`src/rtl/servant_gpio_bank_if.sv`:
```
// Wishbone slave bus bundle for servant_gpio_bank: word address, write data/strobes,
// registered read data and acknowledge.
interface servant_gpio_bank_if;
    logic [2:0]  adr;
    logic [31:0] dat;
    logic [3:0]  sel;
    logic        we;
    logic        cyc;
    logic [31:0] rdt;
    logic        ack;

    modport master (output adr, dat, sel, we, cyc, input rdt, ack);
    modport slave  (input adr, dat, sel, we, cyc, output rdt, ack);
endinterface

```
`src/rtl/servant_gpio_bank.sv`:
```
// Multi-bit GPIO bank for the servant SoC: direction, atomic set/clear, synchronised inputs,
// and (when GPIO_BANK_IRQ_EN is defined) edge interrupts with write-1-to-clear status.
module servant_gpio_bank #(
    parameter int          WIDTH     = 8,
    parameter logic [31:0] RESET_OUT = 32'h0
) (
    input  logic                 i_wb_clk,
    input  logic                 i_wb_rst,
    servant_gpio_bank_if.slave   wb,
    input  logic [WIDTH-1:0]     i_gpio,
    output logic [WIDTH-1:0]     o_gpio,
    output logic [WIDTH-1:0]     o_gpio_oe,
    output logic                 o_irq
);
    logic [WIDTH-1:0] r_dout;
    logic [WIDTH-1:0] r_dir;
    logic [WIDTH-1:0] r_sync1;
    logic [WIDTH-1:0] r_sync2;
    logic             r_ack;
    logic [31:0]      r_rdt;

    logic [31:0]      w_lane_mask;
    logic [31:0]      w_wdata;
    logic [WIDTH-1:0] w_wd;
    logic [WIDTH-1:0] w_bm;
    logic             w_acc;
    logic             w_wr;
    logic [31:0]      w_rd;
    logic             w_unused;

    genvar gi;
    generate
        for (gi = 0; gi < 4; gi++) begin : g_lane
            assign w_lane_mask[gi*8 +: 8] = {8{wb.sel[gi]}};
        end
    endgenerate

    assign w_wdata  = wb.dat & w_lane_mask;
    assign w_wd     = w_wdata[WIDTH-1:0];
    assign w_bm     = w_lane_mask[WIDTH-1:0];
    assign w_unused = ^{w_wdata, w_lane_mask};
    // Ack can never assert on two consecutive cycles, so each access is accepted exactly once.
    assign w_acc    = wb.cyc & ~r_ack;
    assign w_wr     = w_acc & wb.we;

`ifdef GPIO_BANK_IRQ_EN
    logic [WIDTH-1:0] r_en;
    logic [WIDTH-1:0] r_stat;
    logic [WIDTH-1:0] r_pol;
    logic [WIDTH-1:0] r_prev;
    logic [WIDTH-1:0] w_event;
    logic [WIDTH-1:0] w_clr;

    assign w_event = r_en & ((r_pol & r_sync2 & ~r_prev) | (~r_pol & ~r_sync2 & r_prev));
    assign w_clr   = (w_wr && wb.adr == 3'd6) ? w_wd : '0;
    assign o_irq   = |(r_stat & r_en);

    always_ff @(posedge i_wb_clk or posedge i_wb_rst) begin
        if (i_wb_rst) begin
            r_en   <= '0;
            r_stat <= '0;
            r_pol  <= '0;
            r_prev <= '0;
        end else begin
            r_prev <= r_sync2;
            // A coincident hardware event beats the software clear.
            r_stat <= (r_stat & ~w_clr) | w_event;
            if (w_wr && wb.adr == 3'd5)
                r_en <= (r_en & ~w_bm) | w_wd;
            if (w_wr && wb.adr == 3'd7)
                r_pol <= (r_pol & ~w_bm) | w_wd;
        end
    end
`else
    assign o_irq = 1'b0;
`endif

    always_comb begin
        w_rd = '0;
        case (wb.adr)
            3'd0:    w_rd = 32'(r_dout);
            3'd1:    w_rd = 32'(r_sync2);
            3'd2:    w_rd = 32'(r_dir);
`ifdef GPIO_BANK_IRQ_EN
            3'd5:    w_rd = 32'(r_en);
            3'd6:    w_rd = 32'(r_stat);
            3'd7:    w_rd = 32'(r_pol);
`endif
            default: w_rd = '0;
        endcase
    end

    always_ff @(posedge i_wb_clk or posedge i_wb_rst) begin
        if (i_wb_rst) begin
            r_sync1 <= '0;
            r_sync2 <= '0;
        end else begin
            r_sync1 <= i_gpio;
            r_sync2 <= r_sync1;
        end
    end

    always_ff @(posedge i_wb_clk or posedge i_wb_rst) begin
        if (i_wb_rst) begin
            r_ack  <= 1'b0;
            r_rdt  <= '0;
            r_dout <= RESET_OUT[WIDTH-1:0];
            r_dir  <= '0;
        end else begin
            r_ack <= w_acc;
            r_rdt <= w_acc ? w_rd : '0;
            if (w_wr) begin
                case (wb.adr)
                    3'd0:    r_dout <= (r_dout & ~w_bm) | w_wd;
                    3'd2:    r_dir  <= (r_dir & ~w_bm) | w_wd;
                    3'd3:    r_dout <= r_dout | w_wd;
                    3'd4:    r_dout <= r_dout & ~w_wd;
                    default: ;
                endcase
            end
        end
    end

    assign wb.ack    = r_ack;
    assign wb.rdt    = r_rdt;
    assign o_gpio    = r_dout;
    assign o_gpio_oe = r_dir;
endmodule
```
`src/flat_wrapper.sv`:
```
// flat-port wrapper written by rule: the top's interface ports become plain ports
module servant_gpio_bank_flat 
#(
    parameter int          WIDTH     = 8,
    parameter logic [31:0] RESET_OUT = 32'h0
)
  (i_wb_clk, i_wb_rst, i_gpio, o_gpio, o_gpio_oe, o_irq, wb_adr, wb_dat, wb_sel, wb_we, wb_cyc, wb_rdt, wb_ack);
  servant_gpio_bank_if wb_i ();
  input  logic i_wb_clk;
  input  logic i_wb_rst;
  input  logic [WIDTH-1:0] i_gpio;
  output logic [WIDTH-1:0] o_gpio;
  output logic [WIDTH-1:0] o_gpio_oe;
  output logic o_irq;
  input wire logic [$bits(wb_i.adr)-1:0] wb_adr;
  input wire logic [$bits(wb_i.dat)-1:0] wb_dat;
  input wire logic [$bits(wb_i.sel)-1:0] wb_sel;
  input wire logic [$bits(wb_i.we)-1:0] wb_we;
  input wire logic [$bits(wb_i.cyc)-1:0] wb_cyc;
  output wire logic [$bits(wb_i.rdt)-1:0] wb_rdt;
  output wire logic [$bits(wb_i.ack)-1:0] wb_ack;
  assign wb_i.adr = wb_adr;
  assign wb_i.dat = wb_dat;
  assign wb_i.sel = wb_sel;
  assign wb_i.we = wb_we;
  assign wb_i.cyc = wb_cyc;
  assign wb_rdt = wb_i.rdt;
  assign wb_ack = wb_i.ack;
  servant_gpio_bank #(.WIDTH(WIDTH), .RESET_OUT(RESET_OUT)) u_core (.i_wb_clk(i_wb_clk), .i_wb_rst(i_wb_rst), .wb(wb_i), .i_gpio(i_gpio), .o_gpio(o_gpio), .o_gpio_oe(o_gpio_oe), .o_irq(o_irq));
endmodule
```
`config.mk`:
```
export PLATFORM = sky130hd
export DESIGN_NAME = servant_gpio_bank_flat
export DESIGN_NICKNAME = d
export VERILOG_FILES = /design/src/rtl/servant_gpio_bank_if.sv /design/src/rtl/servant_gpio_bank.sv /design/src/flat_wrapper.sv
export SDC_FILE = /design/constraint.sdc
export NUM_CORES = 1
export LEC_CHECK = 0
export ABC_AREA = 1
export BUFFER_PORTS_ARGS = -buffer_cell sky130_fd_sc_hd__buf_2
export CAP_MARGIN = 20
export CORE_ASPECT_RATIO = 0.6
export CORE_MARGIN = 2
export CORE_UTILIZATION = 48
export CTS_BUF_LIST = sky130_fd_sc_hd__clkbuf_8 sky130_fd_sc_hd__clkbuf_16
export DETAILED_ROUTE_END_ITERATION = 10
export PLACE_DENSITY = 0.94
export SETUP_SLACK_MARGIN = 0.05
export SLEW_MARGIN = 40
export SYNTH_ARGS = -nofsm -noshare
export SYNTH_HDL_FRONTEND = slang
export SYNTH_SLANG_ARGS = --single-unit
```
`constraint.sdc`:
```
create_clock -name i_wb_clk -period 2.9 [get_ports i_wb_clk]
set_input_delay 0.58 -clock i_wb_clk [delete_from_list [all_inputs] [get_ports i_wb_clk]]
set_output_delay 0.58 -clock i_wb_clk [all_outputs]
set_load 0.05 [all_outputs]
```
# Yosys cells after proc, flatten, opt, wreduce, memory -nomap -nowiden

Cells that the tools add are included.

Flip-flop bits (word level): 65
Input bits: 51
Output and inout bits: 50

Equal/unequal tests: 4
Muxes and demuxes: 3
Bitwise logic cells: 12
Reductions and logical operators: 4

Operator list:

| operator                                      | number |
|---|---|
| case mux 8 bit (3 select lines)               | 2 |
| bitwise AND 8 bit                             | 4 |
| bitwise OR 8 bit                              | 3 |
| NOT 8 bit                                     | 2 |
| two-way mux 8 bit                             | 1 |
| == test 3 x 2 -> 1 bit, second input constant | 2 |
| AND reduction 2 bit                           | 2 |
| == test 3 x 1 -> 1 bit, second input constant | 1 |
| == test 3 bit, second input constant          | 1 |
| zero test 3 bit                               | 1 |
| nonzero test 3 bit                            | 1 |
| bitwise AND 1 bit                             | 2 |
| NOT 1 bit                                     | 1 |

# Depth between registers and ports, before layout

Depth in word-level cells: 4
Mapped depth: 8

# Least setup slack after synthesis

OpenSTA, ideal clock, no wires.

Kind: reg-to-reg
Start: register u_core.r_ack, in the netlist u_core.wb.ack
End: register (tool-made name)
Setup time: 127 ps
Arrival time: 1314 ps
Required time: 2773 ps
Slack: 1459 ps
Stages on the path, launching flop included: 8
Clock period less this slack: 1441 ps
Cells stage by stage: dfrtp_1 inv_1 nand2_1 nor2_2 nand2_1 nor2_4 buf_6 o21ai_0

RTL lines:

| item                   | line                     | text |
|---|---|---|
| from (decl)            | servant_gpio_bank.sv:19  | `logic r_ack;` |
| from (signal assigned) | servant_gpio_bank.sv:110 | `r_ack <= w_acc;` |

# Worst setup path after layout

Start: register u_core.r_dout[0], in the netlist u_core.o_gpio[0]
End: output o_gpio[0]

RTL lines:

| item                   | line                     | text |
|---|---|---|
| from (decl)            | servant_gpio_bank.sv:15  | `logic [WIDTH-1:0] r_dout;` |
| from (signal assigned) | servant_gpio_bank.sv:107 | `r_dout <= RESET_OUT[WIDTH-1:0];` |
| from (signal assigned) | servant_gpio_bank.sv:114 | `3'd0: r_dout <= (r_dout & ~w_bm) \| w_wd;` |
| from (signal assigned) | servant_gpio_bank.sv:116 | `3'd3: r_dout <= r_dout \| w_wd;` |
| to (decl)              | flat_wrapper.sv:12       | `output logic [WIDTH-1:0] o_gpio;` |

No word-level cell between the ends.

==> results.md <==
* Status: completed
* I/O Buffers at 48
* Largest cells by area after synthesis: dfrtp_1 (54%), nand2_1 (10%), buf_4 (9.9%), nor2_1 (4.9%), inv_1 (4.7%)
* Initial antenna violation count at 0
* Register area share after synthesis at 53.9%
* Slowest stage cell, crit path: dfrtp_1
* Global route total overflow at 0
* Yosys top cell by area: dfrtp_1
* Number of post-CTS setup repair buffers at 0
* Worst Max-Slew Pin Slew at 0.508 ns
* YS warnings at 0
* Worst skew pair latency at 0.29 ns
* H-tree levels at 2
* Final Util at 58.8%
* Pwr Density at 780 nW/um2
* Worst EP arrival at 0.98 ns
* Gate Count Post-Synth at 213
* Flops & latches, synth at 41
* Max Root-Sink Buffers at 2
* Row count at 17
* GRT Util Overall at 19.6%
* PnR worst setup slack at 1.34 ns
* Setup CP Type: reg -> out
* Min-delay worst type: reg -> reg
* Final hold slack at 0.350 ns
* Final nets at 317
* Clock tree from TritonCTS: yes
* Clk root buf: clkbuf_8
* CTS sink cnt at 41
* Max Cap Viol at 0
* Pleak at 1.21 nW
* Setup tns final at 0 ns
* Area grow syn2layout at 15.7%
* Total CTS buffers at 5
* CP Max Fanout at 4
* Dpl cell area at 2100 um2
* CP peak stage delay at 0.41 ns
* Via Count at 1509
* Post-CTS sizing at 0
* Initial DRC count at 79
* RD Place Congestion at 0.852
* Post-cts hold buffer count at 0
* DR vias/cell at 4.82
* Slew HR at 66.0%
* Die height at 52.8 um
* Post-synth top cells: nand2_1 (52), dfrtp_1 (41), buf_4 (25), nor2_1 (25), inv_1 (24)
* Most common cell in the netlist: nand2_1
* Final Hold Viols at 0
* Design area at 2200 um2
* Setup crit end kind: primary output
* CP top delay family: flip-flops
* Worst slack at placement at 1.22 ns
* Period utilisation layout at 53.9%
* Slew Limit Fails at 0
* Boundary Pins at 101
* # fillers at 340
* Async SR Flop Fraction at 100%
* Synth unique cells at 24
* Syn Area/Cell at 8.93 um2
* Drt first pass iters at 4
* DRT antenna net count at 0
* CP Cell Sequence: buf_2
* DPL Wire Length at 3.08 mm
* Die X at 85.3 um
* Min Tclk post-route at 1.56 ns
* Syn Std Cell Area at 1900 um2
* Core box area at 3740 um2
* Largest net degree at the start of global routing at 42
* Vias in the first global route at 1439
* Max VDD drop at 456 uV
* Drt total wl at 4.15 mm
* Maximum clock frequency at 639 MHz
* Drt wl/cell at 13.3 um
* Final setup violation count at 0
* CP bufs+invs at 1
* # DRC at 0
* Unrepaired setup endpoints after global routing: false
* Clock slew at reported path FFs at 0.07 ns
* Area share of the largest cell type after synthesis at 53.9%
* Die ar. at 4500 um2
* Initial Util at 50.8%
* Primary FF master, synth: dfrtp_1
* CP Launch Type: flip-flop
* Ant diodes at 0
* Share of layout cells above drive strength 1 at 25.2%
* Clock skew at 0.00947 ns
* First-pass GRT wire length at 6.64 mm
* Required time of the critical path at 2.32 ns
* Post-synth EDFFs at 0
-- layout by cell type (no fill, tap or decap), types with 2 or more instances in the layout --
master	instances
inv_1	24
o21ai_0	6
a21oi_1	8
nand2_1	52
dfrtp_1	41
buf_2	48
o211ai_1	8
conb_1	25
and2_1	7
clkbuf_8	5
nor2_1	25
nor2_2	2
o21ai_2	2
-- metal layers --
metal	GRT usage, %	wire, um
met5	0	0
met4	5.29	14
met3	5.98	418
met2	29.9	1900
met1	27.4	1820
-- per-stage QoR --
stage / power, mW / std cells
floorplan: 1.17 / 237
global placement: 1.26 / 306
detailed placement: 1.28 / 306
CTS: 1.72 / 313
global route: 1.80 / 313
finish: 1.72 / 313
-- layout make-up --
type,instances,area [um2],share of cell area (%)
clock inverters,2,35.0,1.59
flip-flops and latches,41,1030,46.6
well taps,47,58.8,2.67
multi-input cells,143,666,30.3
clock buffers,5,68.8,3.13
repair buffers,49,248,11.3
inverters,26,97.6,4.44
-- logic make-up (layout without fill, tap and decap cells) --
logic type | count (synthesis) | count (layout) | share of synthesized area (%)
AOI/OAI and AO/OA | 25 | 25 | 8.16
buffers and inverters | 53 | 82 | 15.8
DFF | 41 | 41 | 53.9
and+or+nand+nor | 93 | 93 | 21.9
other | 1 | 25 | 0.197
-- worst paths after layout --
| kind | slack (ns) | from | end | cells past startpoint |
|---|---|---|---|---|
| max | 1.34 | u_core.o_gpio[0] | o_gpio[0] | 1 |
| min | 0.35 | u_core.r_sync1[6] | u_core.r_sync2[6] | 0 |
| max reg2reg | 1.49 | u_core.wb.ack | flip-flop | 7 |
| min reg2reg | 0.35 | u_core.r_sync1[6] | u_core.r_sync2[6] | 0 |
| max in group asynchronous | 2.14 | i_wb_rst | u_core.r_sync2[5] | 3 |
| min in group asynchronous | 0.40 | i_wb_rst | u_core.r_sync1[0] | 3 |
-- report_power, final --
part | internal (mW) | switching [mW]
logic | 0.120 | 0.446
registers | 0.648 | 0.0573
clock network | 0.250 | 0.194
total | 1.02 | 0.697
Power figures use the tool's default switching activity.
